==> src/rtl/multdiv_pkg.sv <==
// ============================================================================
// multdiv_pkg -- shared state encoding and sizing constants for multdiv_unit
// Revision: 1.0
// ============================================================================
`default_nettype none

package multdiv_pkg;

  localparam int c_default_width = 32;

  typedef enum logic [2:0] {
    IDLE = 3'd0,
    MULT = 3'd1,
    DIV  = 3'd2,
    FIX  = 3'd3,
    DONE = 3'd4
  } state_t;

  // One shift-add or shift-subtract step per operand bit.
  function automatic int iter_count(input int width);
    return width;
  endfunction

  localparam int c_iter_count = iter_count(c_default_width);

endpackage

`default_nettype wire

==> src/rtl/multdiv_counter.sv <==
// ============================================================================
// multdiv_counter -- loadable down-counter flagging the final iteration
// Revision: 1.0
// ============================================================================
`default_nettype none

module multdiv_counter #(
  parameter int CNT_W = 6
) (
  input  logic             clock,
  input  logic             reset,
  input  logic             i_load,
  input  logic [CNT_W-1:0] i_load_value,
  input  logic             i_dec,
  output logic             o_last
);

  logic [CNT_W-1:0] r_count;

  always_ff @(posedge clock or negedge reset) begin
    if (!reset) begin
      r_count <= '0;
    end else if (i_load) begin
      r_count <= i_load_value;
    end else if (i_dec && (r_count != '0)) begin
      r_count <= r_count - 1'b1;
    end
  end

  assign o_last = (r_count == CNT_W'(1));

endmodule

`default_nettype wire

==> src/rtl/multdiv_unit.sv <==
// ============================================================================
// multdiv_unit -- iterative signed multiply / divide (shift-add, restoring).
// Define MULTDIV_OVF_EN to flag multiplies whose product overflows WIDTH bits.
// Revision: 1.0
// ============================================================================
`default_nettype none

module multdiv_unit
  import multdiv_pkg::*;
#(
  parameter int WIDTH = c_default_width
) (
  input  logic             clock,
  input  logic             reset,
  input  logic [WIDTH-1:0] data_operandA,
  input  logic [WIDTH-1:0] data_operandB,
  input  logic             ctrl_MULT,
  input  logic             ctrl_DIV,
  output logic [WIDTH-1:0] data_result,
  output logic             data_exception,
  output logic             data_resultRDY,
  output logic             busy
);

  localparam int                c_cnt_w = $clog2(iter_count(WIDTH) + 1);
  localparam logic [c_cnt_w-1:0] c_iters = c_cnt_w'(iter_count(WIDTH));

  state_t r_state;
  state_t w_next;

  logic             w_start;
  logic             w_last;
  logic             w_iterating;
  logic [WIDTH-1:0] w_mag_a;
  logic [WIDTH-1:0] w_mag_b;

  logic [WIDTH-1:0] r_acc;
  logic [WIDTH-1:0] r_lo;
  logic [WIDTH-1:0] r_opnd;
  logic             r_neg;
  logic             r_is_mult;
  logic             r_div_zero;
  logic [WIDTH-1:0] r_result;
  logic             r_exc;

  logic [WIDTH:0]   w_mul_sum;
  logic [WIDTH:0]   w_div_shift;
  logic             w_div_ge;
  logic [WIDTH-1:0] w_div_diff;
  logic [WIDTH-1:0] w_signed_lo;
  logic [WIDTH-1:0] w_mul_res;
  logic             w_mul_exc;
  logic             w_div_ovf;

  assign w_start     = ctrl_MULT | ctrl_DIV;
  assign w_iterating = (r_state == MULT) || (r_state == DIV);
  assign w_mag_a     = data_operandA[WIDTH-1] ? -data_operandA : data_operandA;
  assign w_mag_b     = data_operandB[WIDTH-1] ? -data_operandB : data_operandB;

  multdiv_counter #(
    .CNT_W (c_cnt_w)
  ) u_counter (
    .clock        (clock),
    .reset        (reset),
    .i_load       (w_start),
    .i_load_value (c_iters),
    .i_dec        (w_iterating),
    .o_last       (w_last)
  );

  always_ff @(posedge clock or negedge reset) begin
    if (!reset) begin
      r_state <= IDLE;
    end else begin
      r_state <= w_next;
    end
  end

  // A start pulse restarts from any state, aborting whatever was in flight.
  always_comb begin
    w_next = r_state;
    if (w_start) begin
      w_next = ctrl_MULT ? MULT : DIV;
    end else begin
      case (r_state)
        IDLE:    w_next = IDLE;
        MULT:    if (w_last) w_next = FIX;
        DIV: begin
          if (r_div_zero)  w_next = DONE;
          else if (w_last) w_next = FIX;
        end
        FIX:     w_next = DONE;
        DONE:    w_next = IDLE;
        default: w_next = IDLE;
      endcase
    end
  end

  always_comb begin
    busy           = 1'b0;
    data_resultRDY = 1'b0;
    case (r_state)
      MULT, DIV, FIX: busy           = 1'b1;
      DONE:           data_resultRDY = 1'b1;
      default:        ;
    endcase
  end

  // r_acc:r_lo is the product shifting right, or remainder:quotient shifting left.
  assign w_mul_sum   = {1'b0, r_acc} + (r_lo[0] ? {1'b0, r_opnd} : '0);
  assign w_div_shift = {r_acc, r_lo[WIDTH-1]};
  assign w_div_ge    = (w_div_shift >= {1'b0, r_opnd});
  assign w_div_diff  = w_div_shift[WIDTH-1:0] - r_opnd;
  assign w_signed_lo = r_neg ? -r_lo : r_lo;
  // A positive quotient with its MSB set only arises from -2^(WIDTH-1) / -1.
  assign w_div_ovf   = ~r_neg & r_lo[WIDTH-1];

`ifdef MULTDIV_OVF_EN
  logic [2*WIDTH-1:0] w_prod;
  assign w_prod    = r_neg ? -{r_acc, r_lo} : {r_acc, r_lo};
  assign w_mul_res = w_prod[WIDTH-1:0];
  assign w_mul_exc = ~((&w_prod[2*WIDTH-1:WIDTH-1]) | ~(|w_prod[2*WIDTH-1:WIDTH-1]));
`else
  assign w_mul_res = w_signed_lo;
  assign w_mul_exc = 1'b0;
`endif

  always_ff @(posedge clock or negedge reset) begin
    if (!reset) begin
      r_acc      <= '0;
      r_lo       <= '0;
      r_opnd     <= '0;
      r_neg      <= 1'b0;
      r_is_mult  <= 1'b0;
      r_div_zero <= 1'b0;
      r_result   <= '0;
      r_exc      <= 1'b0;
    end else if (w_start) begin
      r_acc      <= '0;
      r_neg      <= data_operandA[WIDTH-1] ^ data_operandB[WIDTH-1];
      r_is_mult  <= ctrl_MULT;
      if (ctrl_MULT) begin
        r_lo       <= w_mag_b;
        r_opnd     <= w_mag_a;
        r_div_zero <= 1'b0;
      end else begin
        r_lo       <= w_mag_a;
        r_opnd     <= w_mag_b;
        r_div_zero <= (data_operandB == '0);
      end
    end else begin
      case (r_state)
        MULT: begin
          r_acc <= w_mul_sum[WIDTH:1];
          r_lo  <= {w_mul_sum[0], r_lo[WIDTH-1:1]};
        end
        DIV: begin
          if (r_div_zero) begin
            r_result <= '0;
            r_exc    <= 1'b1;
          end else begin
            r_acc <= w_div_ge ? w_div_diff : w_div_shift[WIDTH-1:0];
            r_lo  <= {r_lo[WIDTH-2:0], w_div_ge};
          end
        end
        FIX: begin
          if (r_is_mult) begin
            r_result <= w_mul_res;
            r_exc    <= w_mul_exc;
          end else begin
            r_result <= w_signed_lo;
            r_exc    <= w_div_ovf;
          end
        end
        default: ;
      endcase
    end
  end

  assign data_result    = r_result;
  assign data_exception = r_exc;

endmodule

`default_nettype wire

==> config.mk <==
export PLATFORM = sky130hd
export DESIGN_NAME = multdiv_unit
export DESIGN_NICKNAME = d
export VERILOG_FILES = /design/src/rtl/multdiv_pkg.sv /design/src/rtl/multdiv_counter.sv /design/src/rtl/multdiv_unit.sv
export SDC_FILE = /design/constraint.sdc
export NUM_CORES = 1
export LEC_CHECK = 0
export CAP_MARGIN = 40
export CORE_MARGIN = 10
export CORE_UTILIZATION = 50
export CTS_CLUSTER_DIAMETER = 50
export CTS_CLUSTER_SIZE = 12
export DETAILED_ROUTE_END_ITERATION = 10
export PLACE_DENSITY = 0.7
export SETUP_SLACK_MARGIN = 0.02
export SYNTH_ARGS = -nofsm -noshare
export SYNTH_HDL_FRONTEND = slang
export SYNTH_SLANG_ARGS = --single-unit
==> constraint.sdc <==
create_clock -name clock -period 5.09 [get_ports clock]
set_input_delay 1.2725 -clock clock [delete_from_list [all_inputs] [get_ports clock]]
set_output_delay 1.2725 -clock clock [all_outputs]
set_load 0.02 [all_outputs]
==> results.json, run 1 <==
{
  "outcome": "completed",
  "cts_resized": 0,
  "antenna_found_initial": 2,
  "first_pass_iters": 6,
  "finalSetupTns_ns": 0,
  "skew_ns": 0.01495,
  "tritoncts": "done",
  "syn_inst": 1584,
  "clkLatencyLatePin_ns": 0.43,
  "grt_first_pass_wirelength_mm": 62.31,
  "rsz0062_at_grt": "false",
  "dr_total_vias": 12040,
  "hold_ws_ns": 0.4751,
  "synth-simple-area-share_pct": 18.66,
  "synth_mux_area_share_pct": 3.988,
  "power.share.clock_pct": 31.6,
  "num_rows": 57,
  "tightest_slew_ns": 0.9299,
  "cts_root_buf": "clkbuf_16",
  "ys_seq_area_share_pct": 28.40,
  "place_inst": 1938,
  "dp_hpwl_mm": 29.10,
  "hold_path.class": "reg -> reg",
  "internal-power_mw": 2.689,
  "post-place-ws_ns": 0.5797,
  "reg2reg_from": "r_lo[0]$_DFFE_PN0P_",
  "ys.flop_type": "dfrtp_1",
  "synth.top_cells.by_area": "dfrtp_1 (28%), nand2_1 (7.1%), ha_1 (6.9%)",
  "synth-xor-area-share_pct": 10.43,
  "initialDrtViolationCount": 1241,
  "crit_path_end": "r_lo[30]$_DFFE_PN0P_",
  "h-tree-depth": 4,
  "finalCritPeriodShare_pct": 80.62,
  "setup_viol": 0,
  "ioPinCount": 103,
  "postCtsSetupRepairBufs": 0,
  "layout-drive-gt1-share_pct": 4.559,
  "crit_start": "data_operandB[8]",
  "place_area_um2": 13670,
  "critPathKind": "in -> reg",
  "switching_share_pct": 36.45,
  "clock_sinks": 141,
  "synth_adder_area_share_pct": 7.270,
  "drc": 0,
  "vias_per_cell": 6.112,
  "end_kind": "flop",
  "worst_r2r_path_depth": 13,
  "ant_nets": 0,
  "cp.required_ns": 5.40,
  "grt_pass1_vias": 11760,
  "p_comb_share_pct": 33.8,
  "synth_cell_types": 71,
  "syn-cell-area_um2": 12430,
  "p_per_area_nw_per_um2": 296.1,
  "dieHeight_um": 177.6,
  "start_kind": "input port",
  "grt_use_total_pct": 24.21,
  "grt_max_degree": 92,
  "die_w_um": 177.6,
  "grt-ovfl-total": 0,
  "start_util_pct": 50.94,
  "port_buffers": 102,
  "synth-edff-count": 0,
  "cts_hold_buf": 0,
  "clk_path_buf_depth": 2,
  "post-route-util_pct": 58.60,
  "reg2reg_setup_slack_ns": 1.08,
  "ys_ff_latch": 141,
  "wl_per_cell_um": 19.46,
  "hold_viol": 0,
  "cts_buffers": 17,
  "fin_nets": 1772,
  "worst_slack_ns": 0.9865,
  "yosysTopAreaCell": "dfrtp_1",
  "gp_congestion": 0.9172,
  "postSynthAreaPerCell_um2": 7.844,
  "worst_r2r_endpoint": "r_acc[30]$_DFFE_PN0P_",
  "max_freq_ghz": 0.2437,
  "cp_max_fo": 7,
  "ir_drop_uv": 229.6,
  "p_sw_mw": 1.543,
  "synth_top_area_share_pct": 28.40,
  "ys_async_sr_fraction_pct": 100.0,
  "finish.instance_area_um2": 14290,
  "arrival_ns": 4.41,
  "pwr-share-seq_pct": 34.6,
  "instances_no_fill": 1969,
  "fin_crit_ns": 4.103,
  "fillCellCount": 2292,
  "slew_headroom_pct": 38.01,
  "routed_wl_mm": 38.31,
  "drv_slew": 0,
  "maxCapViolCount": 0,
  "synth_top_family_by_area": "compound AO/OA/AOI/OAI gates",
  "fp.coreArea_um2": 24390,
  "synth_compound_gate_area_share_pct": 26.27,
  "synthToLayoutAreaGrowth_pct": 15.02,
  "power.total_mw": 4.232,
  "syn-num-nets": 1723,
  "diodes": 0,
  "ys_warn_count": 0,
  "clkTransAtPathRegs_ns": 0.07,
  "leakage_nw": 6.226,
  "die_area_um2": 31560
}
-- worst max-delay path, cell delays in order --
cell	delay (ns)
clkdlybuf4s50_1	0.46
or4_4	0.60
nor4_4	0.19
or3b_1	0.46
or3_1	0.52
o41ai_4	0.35
xor2_1	0.22
a21oi_1	0.09
a211o_1	0.25
-- synthesized netlist by cell type, drive strengths merged (7+ instances only) --
master and count:
a2111oi 8, a211oi 15, a21o 29, a21oi 107, a221o 14, a22oi 17, a311oi 18, a31oi 7
and2 8, and3 18, buf 15, clkbuf 79, dfrtp 141, ha 69, inv 64, mux2i 45
nand2 234, nand2b 12, nand3 18, nand4 14, nor2 119, nor3 24, nor4 14, o211ai 14
o21a 10, o21ai 172, o21bai 12, o221ai 8, o22ai 7, o31ai 32, o41ai 13, or3 20
or4 11, xnor2 79, xor2 69
-- how the worst min path moves through the flow --
stage,start,to,slack [ns],cells past startpoint
floorplan,r_is_mult$_DFFE_PN0N_,r_is_mult$_DFFE_PN0N_,0.45,1
global placement,r_is_mult$_DFFE_PN0N_,r_is_mult$_DFFE_PN0N_,0.46,1
detailed placement,data_result[24]$_DFFE_PN0P_,data_result[24]$_DFFE_PN0P_,0.47,2
finish,data_result[24]$_DFFE_PN0P_,data_result[24]$_DFFE_PN0P_,0.48,2
global route,r_is_mult$_DFFE_PN0N_,r_is_mult$_DFFE_PN0N_,0.50,1
CTS,r_is_mult$_DFFE_PN0N_,r_is_mult$_DFFE_PN0N_,0.48,1
-- cells in the final DEF, fill, tap and decap left out, drive strengths merged, types with 10 or more instances in the layout --
master and instances:
a211oi 15, a21o 29, a21oi 107, a221o 14, a22oi 17, a311oi 18, and3 18, buf 25
clkbuf 18, clkdlybuf4s50 99, dfrtp 141, ha 69, inv 71, mux2i 45, nand2 234, nand2b 12
nand3 18, nand4 14, nor2 119, nor3 24, nor4 14, o211ai 14, o21a 10, o21ai 172
o21bai 12, o31ai 32, o41ai 13, or3 20, or4 11, xnor2 79, xor2 69
-- area by class of cell --
class                           instances  area (um^2)  area share [%]
Clock inverter                         13        178.9           1.252
Clock buffer                           18        439.2           3.073
Inverter                               65        244.0           1.707
Timing Repair Buffer                  124         1205           8.430
Tap cell                              324        405.4           2.836
Sequential cell                       141         3528           24.69
Multi-Input combinational cell       1284         8292           58.01
-- metal layers --
metal / share of wire [%] / track usage (%) / vias up
met5: 0.052 / 0 / -
met4: 2.0 / 6.252 / 2
met3: 5.6 / 3.974 / 47
met2: 47 / 39.39 / 371
met1: 45 / 32.67 / 5791
li1: - / - / 5824
-- power by group through the flow --
stage	logic, mW	clock network [mW]	registers [mW]
after floorplan	0.817	0	1.53
after global placement	1.41	0	1.48
after detailed placement	1.43	0	1.48
after CTS	1.44	1.35	1.46
after global routing	1.58	1.41	1.49
final	1.43	1.34	1.46
-- kinds of logic (layout without fill, tap and decap cells) --
logic type	count (synthesis)	after routing
compound gates	506	506
mux	49	49
flops	141	141
buf+inv	159	220
fa+ha+maj	71	71
xor+xnor	148	148
simple gates	510	510
-- state kept, by name, summed over array words and instances, names as in the netlist --
name / cells
data_result: 32
r_acc: 32
r_lo: 32
r_opnd: 32
u_counter.r_count: 6
r_state: 3
data_exception: 1
r_div_zero: 1
r_is_mult: 1
r_neg: 1
No activity file was read; power rests on OpenSTA's default activity.
==> run 2: changes to the inputs <==
--- a/config.mk
+++ b/config.mk
@@ -11,7 +11,7 @@
 export CTS_CLUSTER_DIAMETER = 50
 export CTS_CLUSTER_SIZE = 12
 export DETAILED_ROUTE_END_ITERATION = 10
-export PLACE_DENSITY = 0.7
+export PLACE_DENSITY = 0.73
 export SETUP_SLACK_MARGIN = 0.02
 export SYNTH_ARGS = -nofsm -noshare
 export SYNTH_HDL_FRONTEND = slang
==> constraint.sdc (replaced) <==
create_clock -name clock -period 3.35 [get_ports clock]
set_input_delay 0.8375 -clock clock [delete_from_list [all_inputs] [get_ports clock]]
set_output_delay 0.8375 -clock clock [all_outputs]
set_load 0.02 [all_outputs]
==> results.json, run 2 (synthesis results as in run 1) <==
{
  "outcome": "completed",
  "vias_per_cell": 6.092,
  "finish.instance_area_um2": 15580,
  "gp_congestion": 0.9540,
  "finalSetupTns_ns": 0,
  "initialDrtViolationCount": 1312,
  "slew_headroom_pct": 41.15,
  "ir_drop_uv": 284.3,
  "ant_nets": 0,
  "clock_sinks": 141,
  "skew_ns": 0.01448,
  "tightest_slew_ns": 0.8807,
  "fin_nets": 1918,
  "wl_per_cell_um": 18.82,
  "fp.coreArea_um2": 24390,
  "grt_first_pass_wirelength_mm": 63.53,
  "most-common-layout-cells": "nand2_1 (234), buf_4 (162), o21ai_0 (159)",
  "setup_viol": 0,
  "num_rows": 57,
  "tritoncts": "done",
  "leakage_nw": 6.992,
  "synthToLayoutAreaGrowth_pct": 25.40,
  "reg2reg_setup_slack_ns": 0.16,
  "p_sw_mw": 2.468,
  "port_buffers": 102,
  "pwr-share-seq_pct": 34.3,
  "switching_share_pct": 38.17,
  "power.share.clock_pct": 28.7,
  "drv_slew": 0,
  "cts_buffers": 17,
  "dp_hpwl_mm": 30.10,
  "clkLatencyLatePin_ns": 0.44,
  "grt_max_degree": 102,
  "h-tree-depth": 4,
  "arrival_ns": 3.61,
  "rsz0062_at_grt": "false",
  "hold_path.class": "in -> async",
  "start_kind": "input port",
  "place_area_um2": 14770,
  "hold_viol": 0,
  "internal-power_mw": 3.997,
  "finalCritPeriodShare_pct": 98.36,
  "cp_max_fo": 5,
  "die_area_um2": 31560,
  "max_freq_ghz": 0.3035,
  "maxCapViolCount": 0,
  "die_w_um": 177.6,
  "cp.required_ns": 3.66,
  "clk_path_buf_depth": 2,
  "cts_root_buf": "clkbuf_16",
  "grt_use_total_pct": 24.48,
  "ioPinCount": 103,
  "layout-drive-gt1-share_pct": 14.23,
  "p_per_area_nw_per_um2": 414.9,
  "critPathKind": "in -> reg",
  "grt-ovfl-total": 0,
  "fin_crit_ns": 3.295,
  "drc": 0,
  "clkTransAtPathRegs_ns": 0.07,
  "dr_total_vias": 12900,
  "p_comb_share_pct": 37.0,
  "fillCellCount": 2153,
  "routed_wl_mm": 39.86,
  "antenna_found_initial": 2,
  "start_util_pct": 50.94,
  "first_pass_iters": 8,
  "end_kind": "flop",
  "final_common_cell": "nand2_1",
  "grt_pass1_vias": 12500,
  "dieHeight_um": 177.6
}
[run 2: cell types whose count changed in the layout (fill, tap and decap cells not counted), moves of 5 or more]
| cell | delta |
|---|---|
| a2111oi_0 | -5 |
| clkdlybuf4s50_1 | -10 |
| o21ai_1 | +9 |
| o21ai_0 | -9 |
| buf_4 | +143 |
[run 2: path summary, 6_finish.rpt]
kind,startpoint,to,cells past startpoint
worst max-delay path,data_operandA[14],r_lo[27]$_DFFE_PN0P_,9
max in group asynchronous,reset,data_result[16]$_DFFE_PN0P_,2
min in group clock,data_result[24]$_DFFE_PN0P_,data_result[24]$_DFFE_PN0P_,2
worst min-delay path,reset,r_acc[29]$_DFFE_PN0P_,1
worst max register to register,r_lo[0]$_DFFE_PN0P_,r_acc[30]$_DFFE_PN0P_,12
worst min register to register,data_result[24]$_DFFE_PN0P_,data_result[24]$_DFFE_PN0P_,2
[run 2: metrics by stage]
| stage | power [mW] | hold WS (ns) | utilization [%] | setup slack, ns | std cells |
|---|---|---|---|---|---|
| 5_1_grt | 6.790 | 0.3798 | 63.87 | 0.005630 | 2117 |
| 4_1_cts | 6.417 | 0.3631 | 63.12 | 0.02616 | 2112 |
| 2_1_floorplan | 3.569 | 0.4546 | - | 0.003070 | 1584 |
| 6_report | 6.465 | 0.3455 | 63.88 | 0.05500 | 2118 |
| 3_5_place_dp | 4.571 | 0.4697 | 60.56 | -0.6475 | 2079 |
| 3_3_place_gp | 4.512 | 0.4625 | 60.45 | -0.5907 | 2078 |
[run 2: layer usage]
layer  track usage [%]  routed length (um)  vias to the layer above
li1                  -                   -                     6106
met1             31.93               16990                     6231
met2             39.83               19000                      465
met3             3.464                2420                      101
met4             10.25                1442                        0
met5                 0                   0                        -
[run 2: power groups by stage]
stage	clock network [mW]	logic, mW	registers (mW)
global route	1.93	2.61	2.25
floorplan	0	1.24	2.33
finish	1.86	2.39	2.22
global placement	0	2.28	2.24
CTS	1.85	2.34	2.22
detailed placement	0	2.32	2.25
[run 2: worst max-delay path, cell delays in order]
cell	delay, ns
dlygate4sd2_1	0.24
or4_4	0.49
or3_4	0.40
or4_4	0.49
or2_4	0.30
o31ai_4	0.19
xor2_1	0.25
a2111oi_1	0.12
a221o_1	0.29
[run 2: cell type report]
cell class | count | area, um^2 | share of cell area [%]
clock buffers | 18 | 429.2 | 2.754
clock inverters | 14 | 123.9 | 0.7950
flip-flops and latches | 141 | 3528 | 22.65
diodes | 2 | 5.005 | 0.03212
repair buffers | 270 | 2349 | 15.07
multi-input cells | 1284 | 8497 | 54.53
well taps | 324 | 405.4 | 2.602
inverters | 65 | 244.0 | 1.566
[run 2: what timing repair did]
item / 4_1_cts / 5_1_grt
setup buffers: 1 / 3
endpoints found under the setup margin: 42 / 47
hold buffers: 0 / 0
pin swaps: 14 / 22
gates resized for setup: 18 / 45
==> run 3: changes to the inputs <==
--- a/config.mk
+++ b/config.mk
@@ -7,11 +7,12 @@
 export LEC_CHECK = 0
 export CAP_MARGIN = 40
 export CORE_MARGIN = 10
-export CORE_UTILIZATION = 50
+export CORE_UTILIZATION = 40
 export CTS_CLUSTER_DIAMETER = 50
 export CTS_CLUSTER_SIZE = 12
 export DETAILED_ROUTE_END_ITERATION = 10
-export PLACE_DENSITY = 0.73
+export DONT_BUFFER_PORTS = 1
+export PLACE_DENSITY = 0.56
 export SETUP_SLACK_MARGIN = 0.02
 export SYNTH_ARGS = -nofsm -noshare
 export SYNTH_HDL_FRONTEND = slang
==> results.json, run 3 (synthesis results as in run 1) <==
{
  "routed_wl_mm": 40.87,
  "dp_hpwl_mm": 30.76,
  "p_per_area_nw_per_um2": 435.1,
  "most-common-layout-cells": "nand2_1 (234), o21ai_0 (164), dfrtp_1 (141)",
  "leakage_nw": 6.300,
  "final_common_cell": "nand2_1",
  "diodes": 0,
  "setup_viol": 0,
  "layout-drive-gt1-share_pct": 11.31,
  "cts_buffers": 17,
  "vias_per_cell": 5.863,
  "skew_ns": 0.01083,
  "start_util_pct": 40.62,
  "gp_congestion": 0.8910,
  "end_kind": "flop",
  "antenna_found_initial": 0,
  "cp_max_fo": 4,
  "dr_total_vias": 11910,
  "grt_pass1_vias": 11600,
  "h-tree-depth": 4,
  "reg2reg_from": "r_lo[0]$_DFFE_PN0P_",
  "reg2reg_setup_slack_ns": 0.14,
  "fin_crit_ns": 3.213,
  "grt_use_total_pct": 20.64,
  "fp.coreArea_um2": 30590,
  "tightest_slew_ns": 0.9172,
  "hold_path.class": "in -> async",
  "fin_nets": 1762,
  "grt_max_degree": 142,
  "clock_sinks": 141,
  "first_pass_iters": 5,
  "clk_path_buf_depth": 2,
  "dieHeight_um": 196.3,
  "synthToLayoutAreaGrowth_pct": 14.58,
  "port_buffers": 0,
  "die_area_um2": 38510,
  "drv_slew": 0,
  "arrival_ns": 3.57,
  "crit_start": "r_lo[0]$_DFFE_PN0P_",
  "finalCritPeriodShare_pct": 95.91,
  "drc": 0,
  "rsz0062_at_grt": "true",
  "instances_no_fill": 2032,
  "place_inst": 1999,
  "cts_hold_buf": 0,
  "hold_ws_ns": 0.09803,
  "crit_path_end": "r_acc[28]$_DFFE_PN0P_",
  "die_w_um": 196.3,
  "clkLatencyLatePin_ns": 0.43,
  "worst_r2r_endpoint": "r_acc[28]$_DFFE_PN0P_",
  "max_freq_ghz": 0.3112,
  "num_rows": 64,
  "initialDrtViolationCount": 1012,
  "cp.required_ns": 3.70,
  "ir_drop_uv": 375.7,
  "grt-ovfl-total": 0,
  "critPathKind": "reg -> reg",
  "ant_nets": 0,
  "worst_r2r_path_depth": 15,
  "start_kind": "flop",
  "cts_root_buf": "clkbuf_16",
  "slew_headroom_pct": 38.85,
  "hold_viol": 0,
  "wl_per_cell_um": 20.11,
  "tritoncts": "done",
  "grt_first_pass_wirelength_mm": 64.46,
  "outcome": "completed",
  "fillCellCount": 3120,
  "maxCapViolCount": 0,
  "clkTransAtPathRegs_ns": 0.07,
  "post-route-util_pct": 46.54,
  "ioPinCount": 103
}
==> run 3: changes by cell type in the layout (fill, tap and decap cells not counted), moves of 3 or more <==
cell,change
a2111oi_0,+4
o21ai_0,+5
inv_6,-7
o21ai_1,-5
a21oi_1,-3
a2111oi_1,-3
bufinv_16,+4
buf_4,-53
dlymetal6s2s_1,-4
clkdlybuf4s50_1,-89
==> run 3: cell type report <==
cell class | instances | area [um^2] | share of cell area, %
multi-input cells | 1284 | 8432 | 59.22
well taps | 396 | 495.5 | 3.480
clock inverters | 14 | 193.9 | 1.362
clock buffers | 18 | 439.2 | 3.085
flip-flops and latches | 141 | 3528 | 24.78
inverters | 65 | 244.0 | 1.714
repair buffers | 114 | 904.6 | 6.354
==> run 3: through the flow <==
step | instance area, um^2 | TNS [ns] | power [mW] | worst slack (ns)
after floorplan | 12430 | 0 | 3.569 | 0.003070
after global placement | 13430 | -0.8357 | 4.092 | -0.1281
after detailed placement | 13450 | -1.382 | 4.109 | -0.1700
after CTS | 14110 | 0 | 6.204 | 0.03100
after global routing | 14240 | -0.02172 | 6.534 | -0.01884
final | 14240 | 0 | 6.195 | 0.1371
==> run 3: layer usage <==
layer	GRT usage (%)	vias to the layer above	wire, um
li1	-	5799	-
met1	26.75	5779	18200
met2	33.62	298	19280
met3	5.013	38	2683
met4	5.204	0	710
met5	0	-	0
==> run 3: where the power goes <==
group / leakage [nW] / internal, mW / switching [mW]
Clock: 0.294 / 1.27 / 0.820
Combinational: 4.22 / 0.734 / 0.959
Sequential: 1.78 / 1.96 / 0.451
Total: 6.30 / 3.96 / 2.23
==> run 3: how the worst min path moves through the flow <==
stage / endpoint / slack (ns) / cells after the start
finish: r_acc[29]$_DFFE_PN0P_ / 0.1 / 0
global route: r_acc[29]$_DFFE_PN0P_ / 0.08 / 0
CTS: r_acc[29]$_DFFE_PN0P_ / 0.09 / 0
detailed placement: r_is_mult$_DFFE_PN0N_ / 0.48 / 1
global placement: r_is_mult$_DFFE_PN0N_ / 0.46 / 1
floorplan: r_is_mult$_DFFE_PN0N_ / 0.45 / 1
==> run 3: repair_timing <==
| item | CTS | global route |
|---|---|---|
| gates resized for setup | 4 | 25 |
| setup buffers | 0 | 1 |
| endpoints found under the setup margin | 6 | 32 |
| pin swaps | 1 | 6 |
==> run 3: critical path: stages (launching register included) <==
cell      delay (ns)
dfrtp_1         0.41
nand2_1         0.11
inv_1           0.06
ha_1            0.31
a211oi_1        0.32
buf_4           0.17
o211ai_1        0.11
buf_4           0.17
a311oi_1        0.30
o21ba_2         0.26
a211oi_1        0.21
buf_4           0.16
a21boi_0        0.11
xor2_1          0.20
nand2_1         0.08
a31oi_1         0.17
